<file path="config.mk">
export PLATFORM = sky130hd
export DESIGN_NAME = seg_scan_display
export DESIGN_NICKNAME = d
export VERILOG_FILES = /design/src/rtl/seg_scan_display_pkg.sv /design/src/rtl/seg_scan_display_hex_decode.sv /design/src/rtl/seg_scan_display.sv
export SDC_FILE = /design/constraint.sdc
export NUM_CORES = 1
export LEC_CHECK = 0
export BUFFER_PORTS_ARGS = -buffer_cell sky130_fd_sc_hd__buf_2
export CORE_MARGIN = 5
export CORE_UTILIZATION = 60
export DETAILED_ROUTE_END_ITERATION = 8
export PLACE_DENSITY_LB_ADDON = 0.1
export SLEW_MARGIN = 20
export SYNTH_ARGS = -nofsm -noshare
export SYNTH_HDL_FRONTEND = slang
export SYNTH_HIERARCHICAL = 1
export SYNTH_SLANG_ARGS = --single-unit
</file>
<file path="constraint.sdc">
create_clock -name clk -period 7.8 [get_ports clk]
set_clock_uncertainty 0.2 [all_clocks]
set_input_delay 1.56 -clock clk [delete_from_list [all_inputs] [get_ports clk]]
set_output_delay 1.56 -clock clk [all_outputs]
set_load 0.005 [all_outputs]
</file>
<file path="src/rtl/seg_scan_display_pkg.sv">
// Shared definitions for the multiplexed 4-digit seven-segment scanner:
// scan state encoding, active-low glyph set and timing defaults.
package seg_scan_display_pkg;

    typedef enum logic {
        ST_DRIVE = 1'b0,
        ST_BLANK = 1'b1
    } scan_state_t;

    localparam int DIV_DEFAULT   = 50000;
    localparam int GUARD_DEFAULT = 4;

    // Segment order is {g,f,e,d,c,b,a}, active-low.
    localparam logic [6:0] SEG_BLANK = 7'h7F;

    localparam logic [6:0] GLYPH_0 = 7'h40;
    localparam logic [6:0] GLYPH_1 = 7'h79;
    localparam logic [6:0] GLYPH_2 = 7'h24;
    localparam logic [6:0] GLYPH_3 = 7'h30;
    localparam logic [6:0] GLYPH_4 = 7'h19;
    localparam logic [6:0] GLYPH_5 = 7'h12;
    localparam logic [6:0] GLYPH_6 = 7'h02;
    localparam logic [6:0] GLYPH_7 = 7'h78;
    localparam logic [6:0] GLYPH_8 = 7'h00;
    localparam logic [6:0] GLYPH_9 = 7'h10;
    localparam logic [6:0] GLYPH_A = 7'h08;
    localparam logic [6:0] GLYPH_B = 7'h03;
    localparam logic [6:0] GLYPH_C = 7'h46;
    localparam logic [6:0] GLYPH_D = 7'h21;
    localparam logic [6:0] GLYPH_E = 7'h06;
    localparam logic [6:0] GLYPH_F = 7'h0E;

endpackage

</file>
<file path="src/rtl/seg_scan_display_hex_decode.sv">
// Hex nibble to active-low seven-segment glyph ({g,f,e,d,c,b,a}).
module seg_hex_decode
    import seg_scan_display_pkg::*;
(
    input  logic [3:0] nibble,
    output logic [6:0] glyph
);

    always_comb begin
        glyph = SEG_BLANK;
        case (nibble)
            4'h0: glyph = GLYPH_0;
            4'h1: glyph = GLYPH_1;
            4'h2: glyph = GLYPH_2;
            4'h3: glyph = GLYPH_3;
            4'h4: glyph = GLYPH_4;
            4'h5: glyph = GLYPH_5;
            4'h6: glyph = GLYPH_6;
            4'h7: glyph = GLYPH_7;
            4'h8: glyph = GLYPH_8;
            4'h9: glyph = GLYPH_9;
            4'hA: glyph = GLYPH_A;
            4'hB: glyph = GLYPH_B;
            4'hC: glyph = GLYPH_C;
            4'hD: glyph = GLYPH_D;
            4'hE: glyph = GLYPH_E;
            4'hF: glyph = GLYPH_F;
            default: glyph = SEG_BLANK;
        endcase
    end

endmodule

</file>
<file path="src/rtl/seg_scan_display.sv">
// Four-digit multiplexed seven-segment scanner with tear-free, frame-aligned
// value updates and optional leading-zero blanking.
//
//   state | meaning
//   ------+-------------------------------------------------------------
//   DRIVE | one anode low, segments show the current digit, DIV cycles
//   BLANK | all anodes off (ghosting guard), GUARD cycles, then next digit
module seg_scan_display
    import seg_scan_display_pkg::*;
#(
    parameter int DIV   = DIV_DEFAULT,
    parameter int GUARD = GUARD_DEFAULT
) (
    input  logic        clk,
    input  logic        reset,
    input  logic [15:0] value,
    input  logic        load,
    input  logic        blank_lz,
    input  logic [3:0]  dp_mask,
    output logic [3:0]  an_n,
    output logic [6:0]  seg_n,
    output logic        dp_n,
    output logic        frame_done
);

    localparam int PW = $clog2(DIV);
    localparam int GW = (GUARD > 1) ? $clog2(GUARD) : 1;
    localparam logic [PW-1:0] PRESC_LAST = PW'(DIV - 1);
    localparam logic [GW-1:0] GUARD_LAST = GW'(GUARD - 1);

    scan_state_t   state, state_nxt;
    logic [1:0]    digit, digit_nxt;
    logic [PW-1:0] presc, presc_nxt;
    logic [GW-1:0] guard, guard_nxt;
    logic          boundary;

    logic [15:0]   display;
    logic [15:0]   shadow;
    logic          pending;

    logic [3:0]    nibble;
    logic [6:0]    glyph;
    logic          zero_3, zero_32, zero_321;
    logic [3:0]    lz_mask;

    always_ff @(posedge clk or negedge reset) begin
        if (!reset) begin
            state      <= ST_BLANK;
            digit      <= 2'd3;
            presc      <= '0;
            guard      <= '0;
            frame_done <= 1'b0;
        end else begin
            state      <= state_nxt;
            digit      <= digit_nxt;
            presc      <= presc_nxt;
            guard      <= guard_nxt;
            frame_done <= boundary;
        end
    end

    always_comb begin
        state_nxt = state;
        digit_nxt = digit;
        presc_nxt = presc;
        guard_nxt = guard;
        boundary  = 1'b0;
        case (state)
            ST_DRIVE: begin
                if (presc == PRESC_LAST) begin
                    state_nxt = ST_BLANK;
                    guard_nxt = '0;
                end else begin
                    presc_nxt = presc + 1'b1;
                end
            end
            ST_BLANK: begin
                if (guard == GUARD_LAST) begin
                    state_nxt = ST_DRIVE;
                    presc_nxt = '0;
                    digit_nxt = digit + 2'd1;
                    boundary  = (digit == 2'd3);
                end else begin
                    guard_nxt = guard + 1'b1;
                end
            end
            default: state_nxt = ST_BLANK;
        endcase
    end

    // Display only changes on the frame boundary so no frame ever tears;
    // a load landing exactly on the boundary bypasses the shadow.
    always_ff @(posedge clk or negedge reset) begin
        if (!reset) begin
            display <= '0;
            shadow  <= '0;
            pending <= 1'b0;
        end else if (boundary) begin
            if (load) begin
                display <= value;
                shadow  <= value;
                pending <= 1'b0;
            end else if (pending) begin
                display <= shadow;
                pending <= 1'b0;
            end
        end else if (load) begin
            shadow  <= value;
            pending <= 1'b1;
        end
    end

    assign nibble   = display[{digit, 2'b00} +: 4];
    assign zero_3   = (display[15:12] == 4'h0);
    assign zero_32  = zero_3 && (display[11:8] == 4'h0);
    assign zero_321 = zero_32 && (display[7:4] == 4'h0);
    assign lz_mask  = {zero_3, zero_32, zero_321, 1'b0};

    seg_hex_decode u_decode (
        .nibble (nibble),
        .glyph  (glyph)
    );

    always_comb begin
        an_n  = 4'hF;
        seg_n = SEG_BLANK;
        dp_n  = 1'b1;
        if (state == ST_DRIVE) begin
            an_n  = ~(4'b0001 << digit);
            seg_n = (blank_lz && lz_mask[digit]) ? SEG_BLANK : glyph;
            dp_n  = ~dp_mask[digit];
        end
    end

endmodule

</file>
==> results.tsv <==
metric	value	unit
final cell count without fillers	351	
synth warn	6	
clock sink count	55	
CP Max Fanout	8	
Psw	104	uW
Syn Inst Count	247	
CTS clk-pin slew, worst paths	0.10	ns
max incr delay on CP	0.66	ns
die height	79.6	um
WL/cell	15.0	um
num rows	25	
number of global-route vias before repair	1897	
measured slew at the worst slew-check pin	0.684	ns
final hold violation count	0	
synthesized netlist net count	284	
drt first pass iters	4	
status	finished clean	
remaining global-route overflow	0	
Ports	37	
Post-DRT Antenna Nets	0	
CP Cell Sequence	mux4_2, inv_1, ha_1, inv_1, mux4_1, nor2_1, nand2_1, buf_2	
first-pass GRT wire length	9050	um
Crit path depth	8	
most frequent cells in the layout	dfrtp_1 (52), buf_2 (36), mux2_2 (34)	
CP max stage cell	dfstp_2	
fin crit share	0.568	
initial antenna violation count	0	
PostCTS Resize Cnt	0	
unrepaired setup endpoints after global routing	false	
CTS tree	done	
Max-slew headroom	0.544	
largest net degree at the start of global routing	56	
layout cells sized above 1	0.324	
Final min period	4.43	ns
H-tree Lvls	2	
Clock power frac	0.325	
final setup violating endpoints	0	
Combinational Power Share	0.053	
CP endpoint kind	primary output	
IO Port Bufs	36	
share of power burned in registers	0.622	
Hold-fix buffers, CTS	0	
dpl hpwl	3920	um
chip width	79.6	um
max_cap viols	0	
Seq/Total Area, Yosys	0.475	
routed vias	1950	
Avg Inst Size Synth	11.8	sq um
Cells on Worst Hold Path	1	
clk root buf	clkbuf_8	
Placed Cells	343	
crit start category	flop	
die area	0.00633	sq mm
postcts setup bufs	0	
Hold Crit Class	flop to flop	
GRT Resource Usage Total	0.182	
Pleak	0.00152	uW
switch share	0.220	
Max Clock Freq	226	MHz
Core ar.	0.00472	sq mm
setup TNS	0	ns
synthesis-to-layout area growth	11.4	%
RD Place Congestion	0.884	
Pint	370	uW
Clk Latency, worst-skew pair	0.31	ns
CP top delay family	multiplexers	
DRC Markers	0	
final core occ	0.685	
Clock Path Buffers	2	
Max IR drop VDD	0.000139	V
nets	320	
most frequent CP cell	inv_1	
clock buffer count from CTS	5	
fin. max-slew vios	0	
Initial DRC Count	126	
CP Data Arrival Time	2.67	ns
ANT cells	0	
most common cell after layout, fill and taps aside	dfrtp_1	
Buffers & Inverters on Critical Path	3	
post-synth cell types	43	
Fin Hold WS	0.308	ns
Initial Util	0.615	
reg2reg path depth	4	
post-synthesis cell area	0.00291	sq mm
vias per inst	5.56	
WP data required	6.04	ns
Synth Register Bits	55	
routed wire length	5260	um
PwrDens	147	mW/mm^2
critical path type	flop to primary output	
worst register-to-register path, stage by stage (launching register included):
cell,delay (ns)
dfrtp_1,0.45
or4b_4,0.57
nor4_1,0.48
nor2_1,0.16
mux2_2,0.29
through the flow:
stage / setup slack (ns) / area, sq um / power, uW
after floorplan: 3.66 / 2910 / 312
after global placement: 3.71 / 3150 / 326
after detailed placement: 3.68 / 3150 / 327
after CTS: 3.34 / 3240 / 481
after global routing: 3.16 / 3240 / 496
final: 3.37 / 3240 / 474
final timing paths:
check | startpoint | endpoint | slack (ns)
setup reg to reg | presc[11] | presc[0] | 5.55
min in group asynchronous | reset | presc[12] | 1.16
setup / recovery | digit[0] | seg_n[3] | 3.37
max in group asynchronous | reset | display[11] | 5.78
hold / removal | shadow[2] | shadow[2] | 0.31
hold reg to reg | shadow[2] | shadow[2] | 0.31
cells by family after synthesis:
logic type,after synthesis,share of synthesized area
mux,48,0.207
compound gates,21,0.0465
xor+xnor,10,0.0301
flops,55,0.475
fa+ha+maj,13,0.0560
buf+inv,17,0.0237
simple gates,83,0.162
synthesized netlist by cell type:
cell | n | area (sq um)
and3_1 | 1 | 6.26
buf_2 | 1 | 5.00
a41o_1 | 1 | 10.0
nor2b_1 | 2 | 12.5
xor2_1 | 3 | 26.3
mux2i_1 | 8 | 80.1
nand2b_1 | 7 | 43.8
nor3_1 | 3 | 15.0
inv_1 | 7 | 26.3
buf_4 | 1 | 7.51
nor4_1 | 6 | 37.5
nand3_1 | 5 | 25.0
nand4bb_4 | 1 | 27.5
ha_1 | 13 | 163
nand4b_1 | 1 | 8.76
or4bb_1 | 1 | 11.3
mux4_1 | 1 | 26.3
mux4_2 | 5 | 113
o2bb2ai_1 | 1 | 8.76
o211ai_1 | 2 | 15.0
dfrtp_1 | 52 | 1300
a22o_1 | 3 | 26.3
and4b_1 | 1 | 10.0
or4b_4 | 1 | 13.8
or4_1 | 2 | 15.0
a21oi_1 | 3 | 15.0
or3_1 | 3 | 18.8
nand4_1 | 6 | 37.5
nand3b_1 | 1 | 7.51
inv_2 | 1 | 3.75
xnor2_1 | 7 | 61.3
a32o_1 | 1 | 10.0
and3b_2 | 1 | 10.0
and4_1 | 1 | 8.76
and2_1 | 1 | 6.26
o21ai_0 | 9 | 45.0
nand2_1 | 17 | 63.8
mux2_2 | 34 | 383
dfstp_2 | 3 | 78.8
or4_4 | 1 | 11.3
clkbuf_1 | 7 | 26.3
o21ai_1 | 1 | 5.00
nor2_1 | 21 | 78.8
state kept, by name, indices dropped and copies added, names as in the netlist:
| register | count |
|---|---|
| display | 16 |
| digit | 2 |
| shadow | 16 |
| frame_done | 1 |
| presc | 16 |
| state | 1 |
| pending | 1 |
| guard | 2 |
routing by layer:
layer	vias up	share of wire	GRT usage
met3	5	0.046	0.0384
li1	962	-	-
met5	-	0	0
met1	943	0.48	0.259
met4	0	0.011	0.0498
met2	40	0.46	0.285
power groups by stage:
stage	logic, uW	clock network (uW)	registers [uW]
after floorplan	12.2	0	300
after global placement	25.3	0	300
after detailed placement	25.7	0	301
after CTS	25.7	160	295
after global routing	28.4	172	296
final	25.0	154	295
area by class of cell:
type                            instances  area [sq um]
Inverter                                8          30.0
Multi-Input combinational cell        175          1460
Timing Repair Buffer                   38           195
Fill cell                             361          1490
Sequential cell                        55          1380
Tap cell                               67          83.8
Clock inverter                          2          17.5
Clock buffer                            6          72.6
Note: power is estimated with default switching activity, not from simulation.
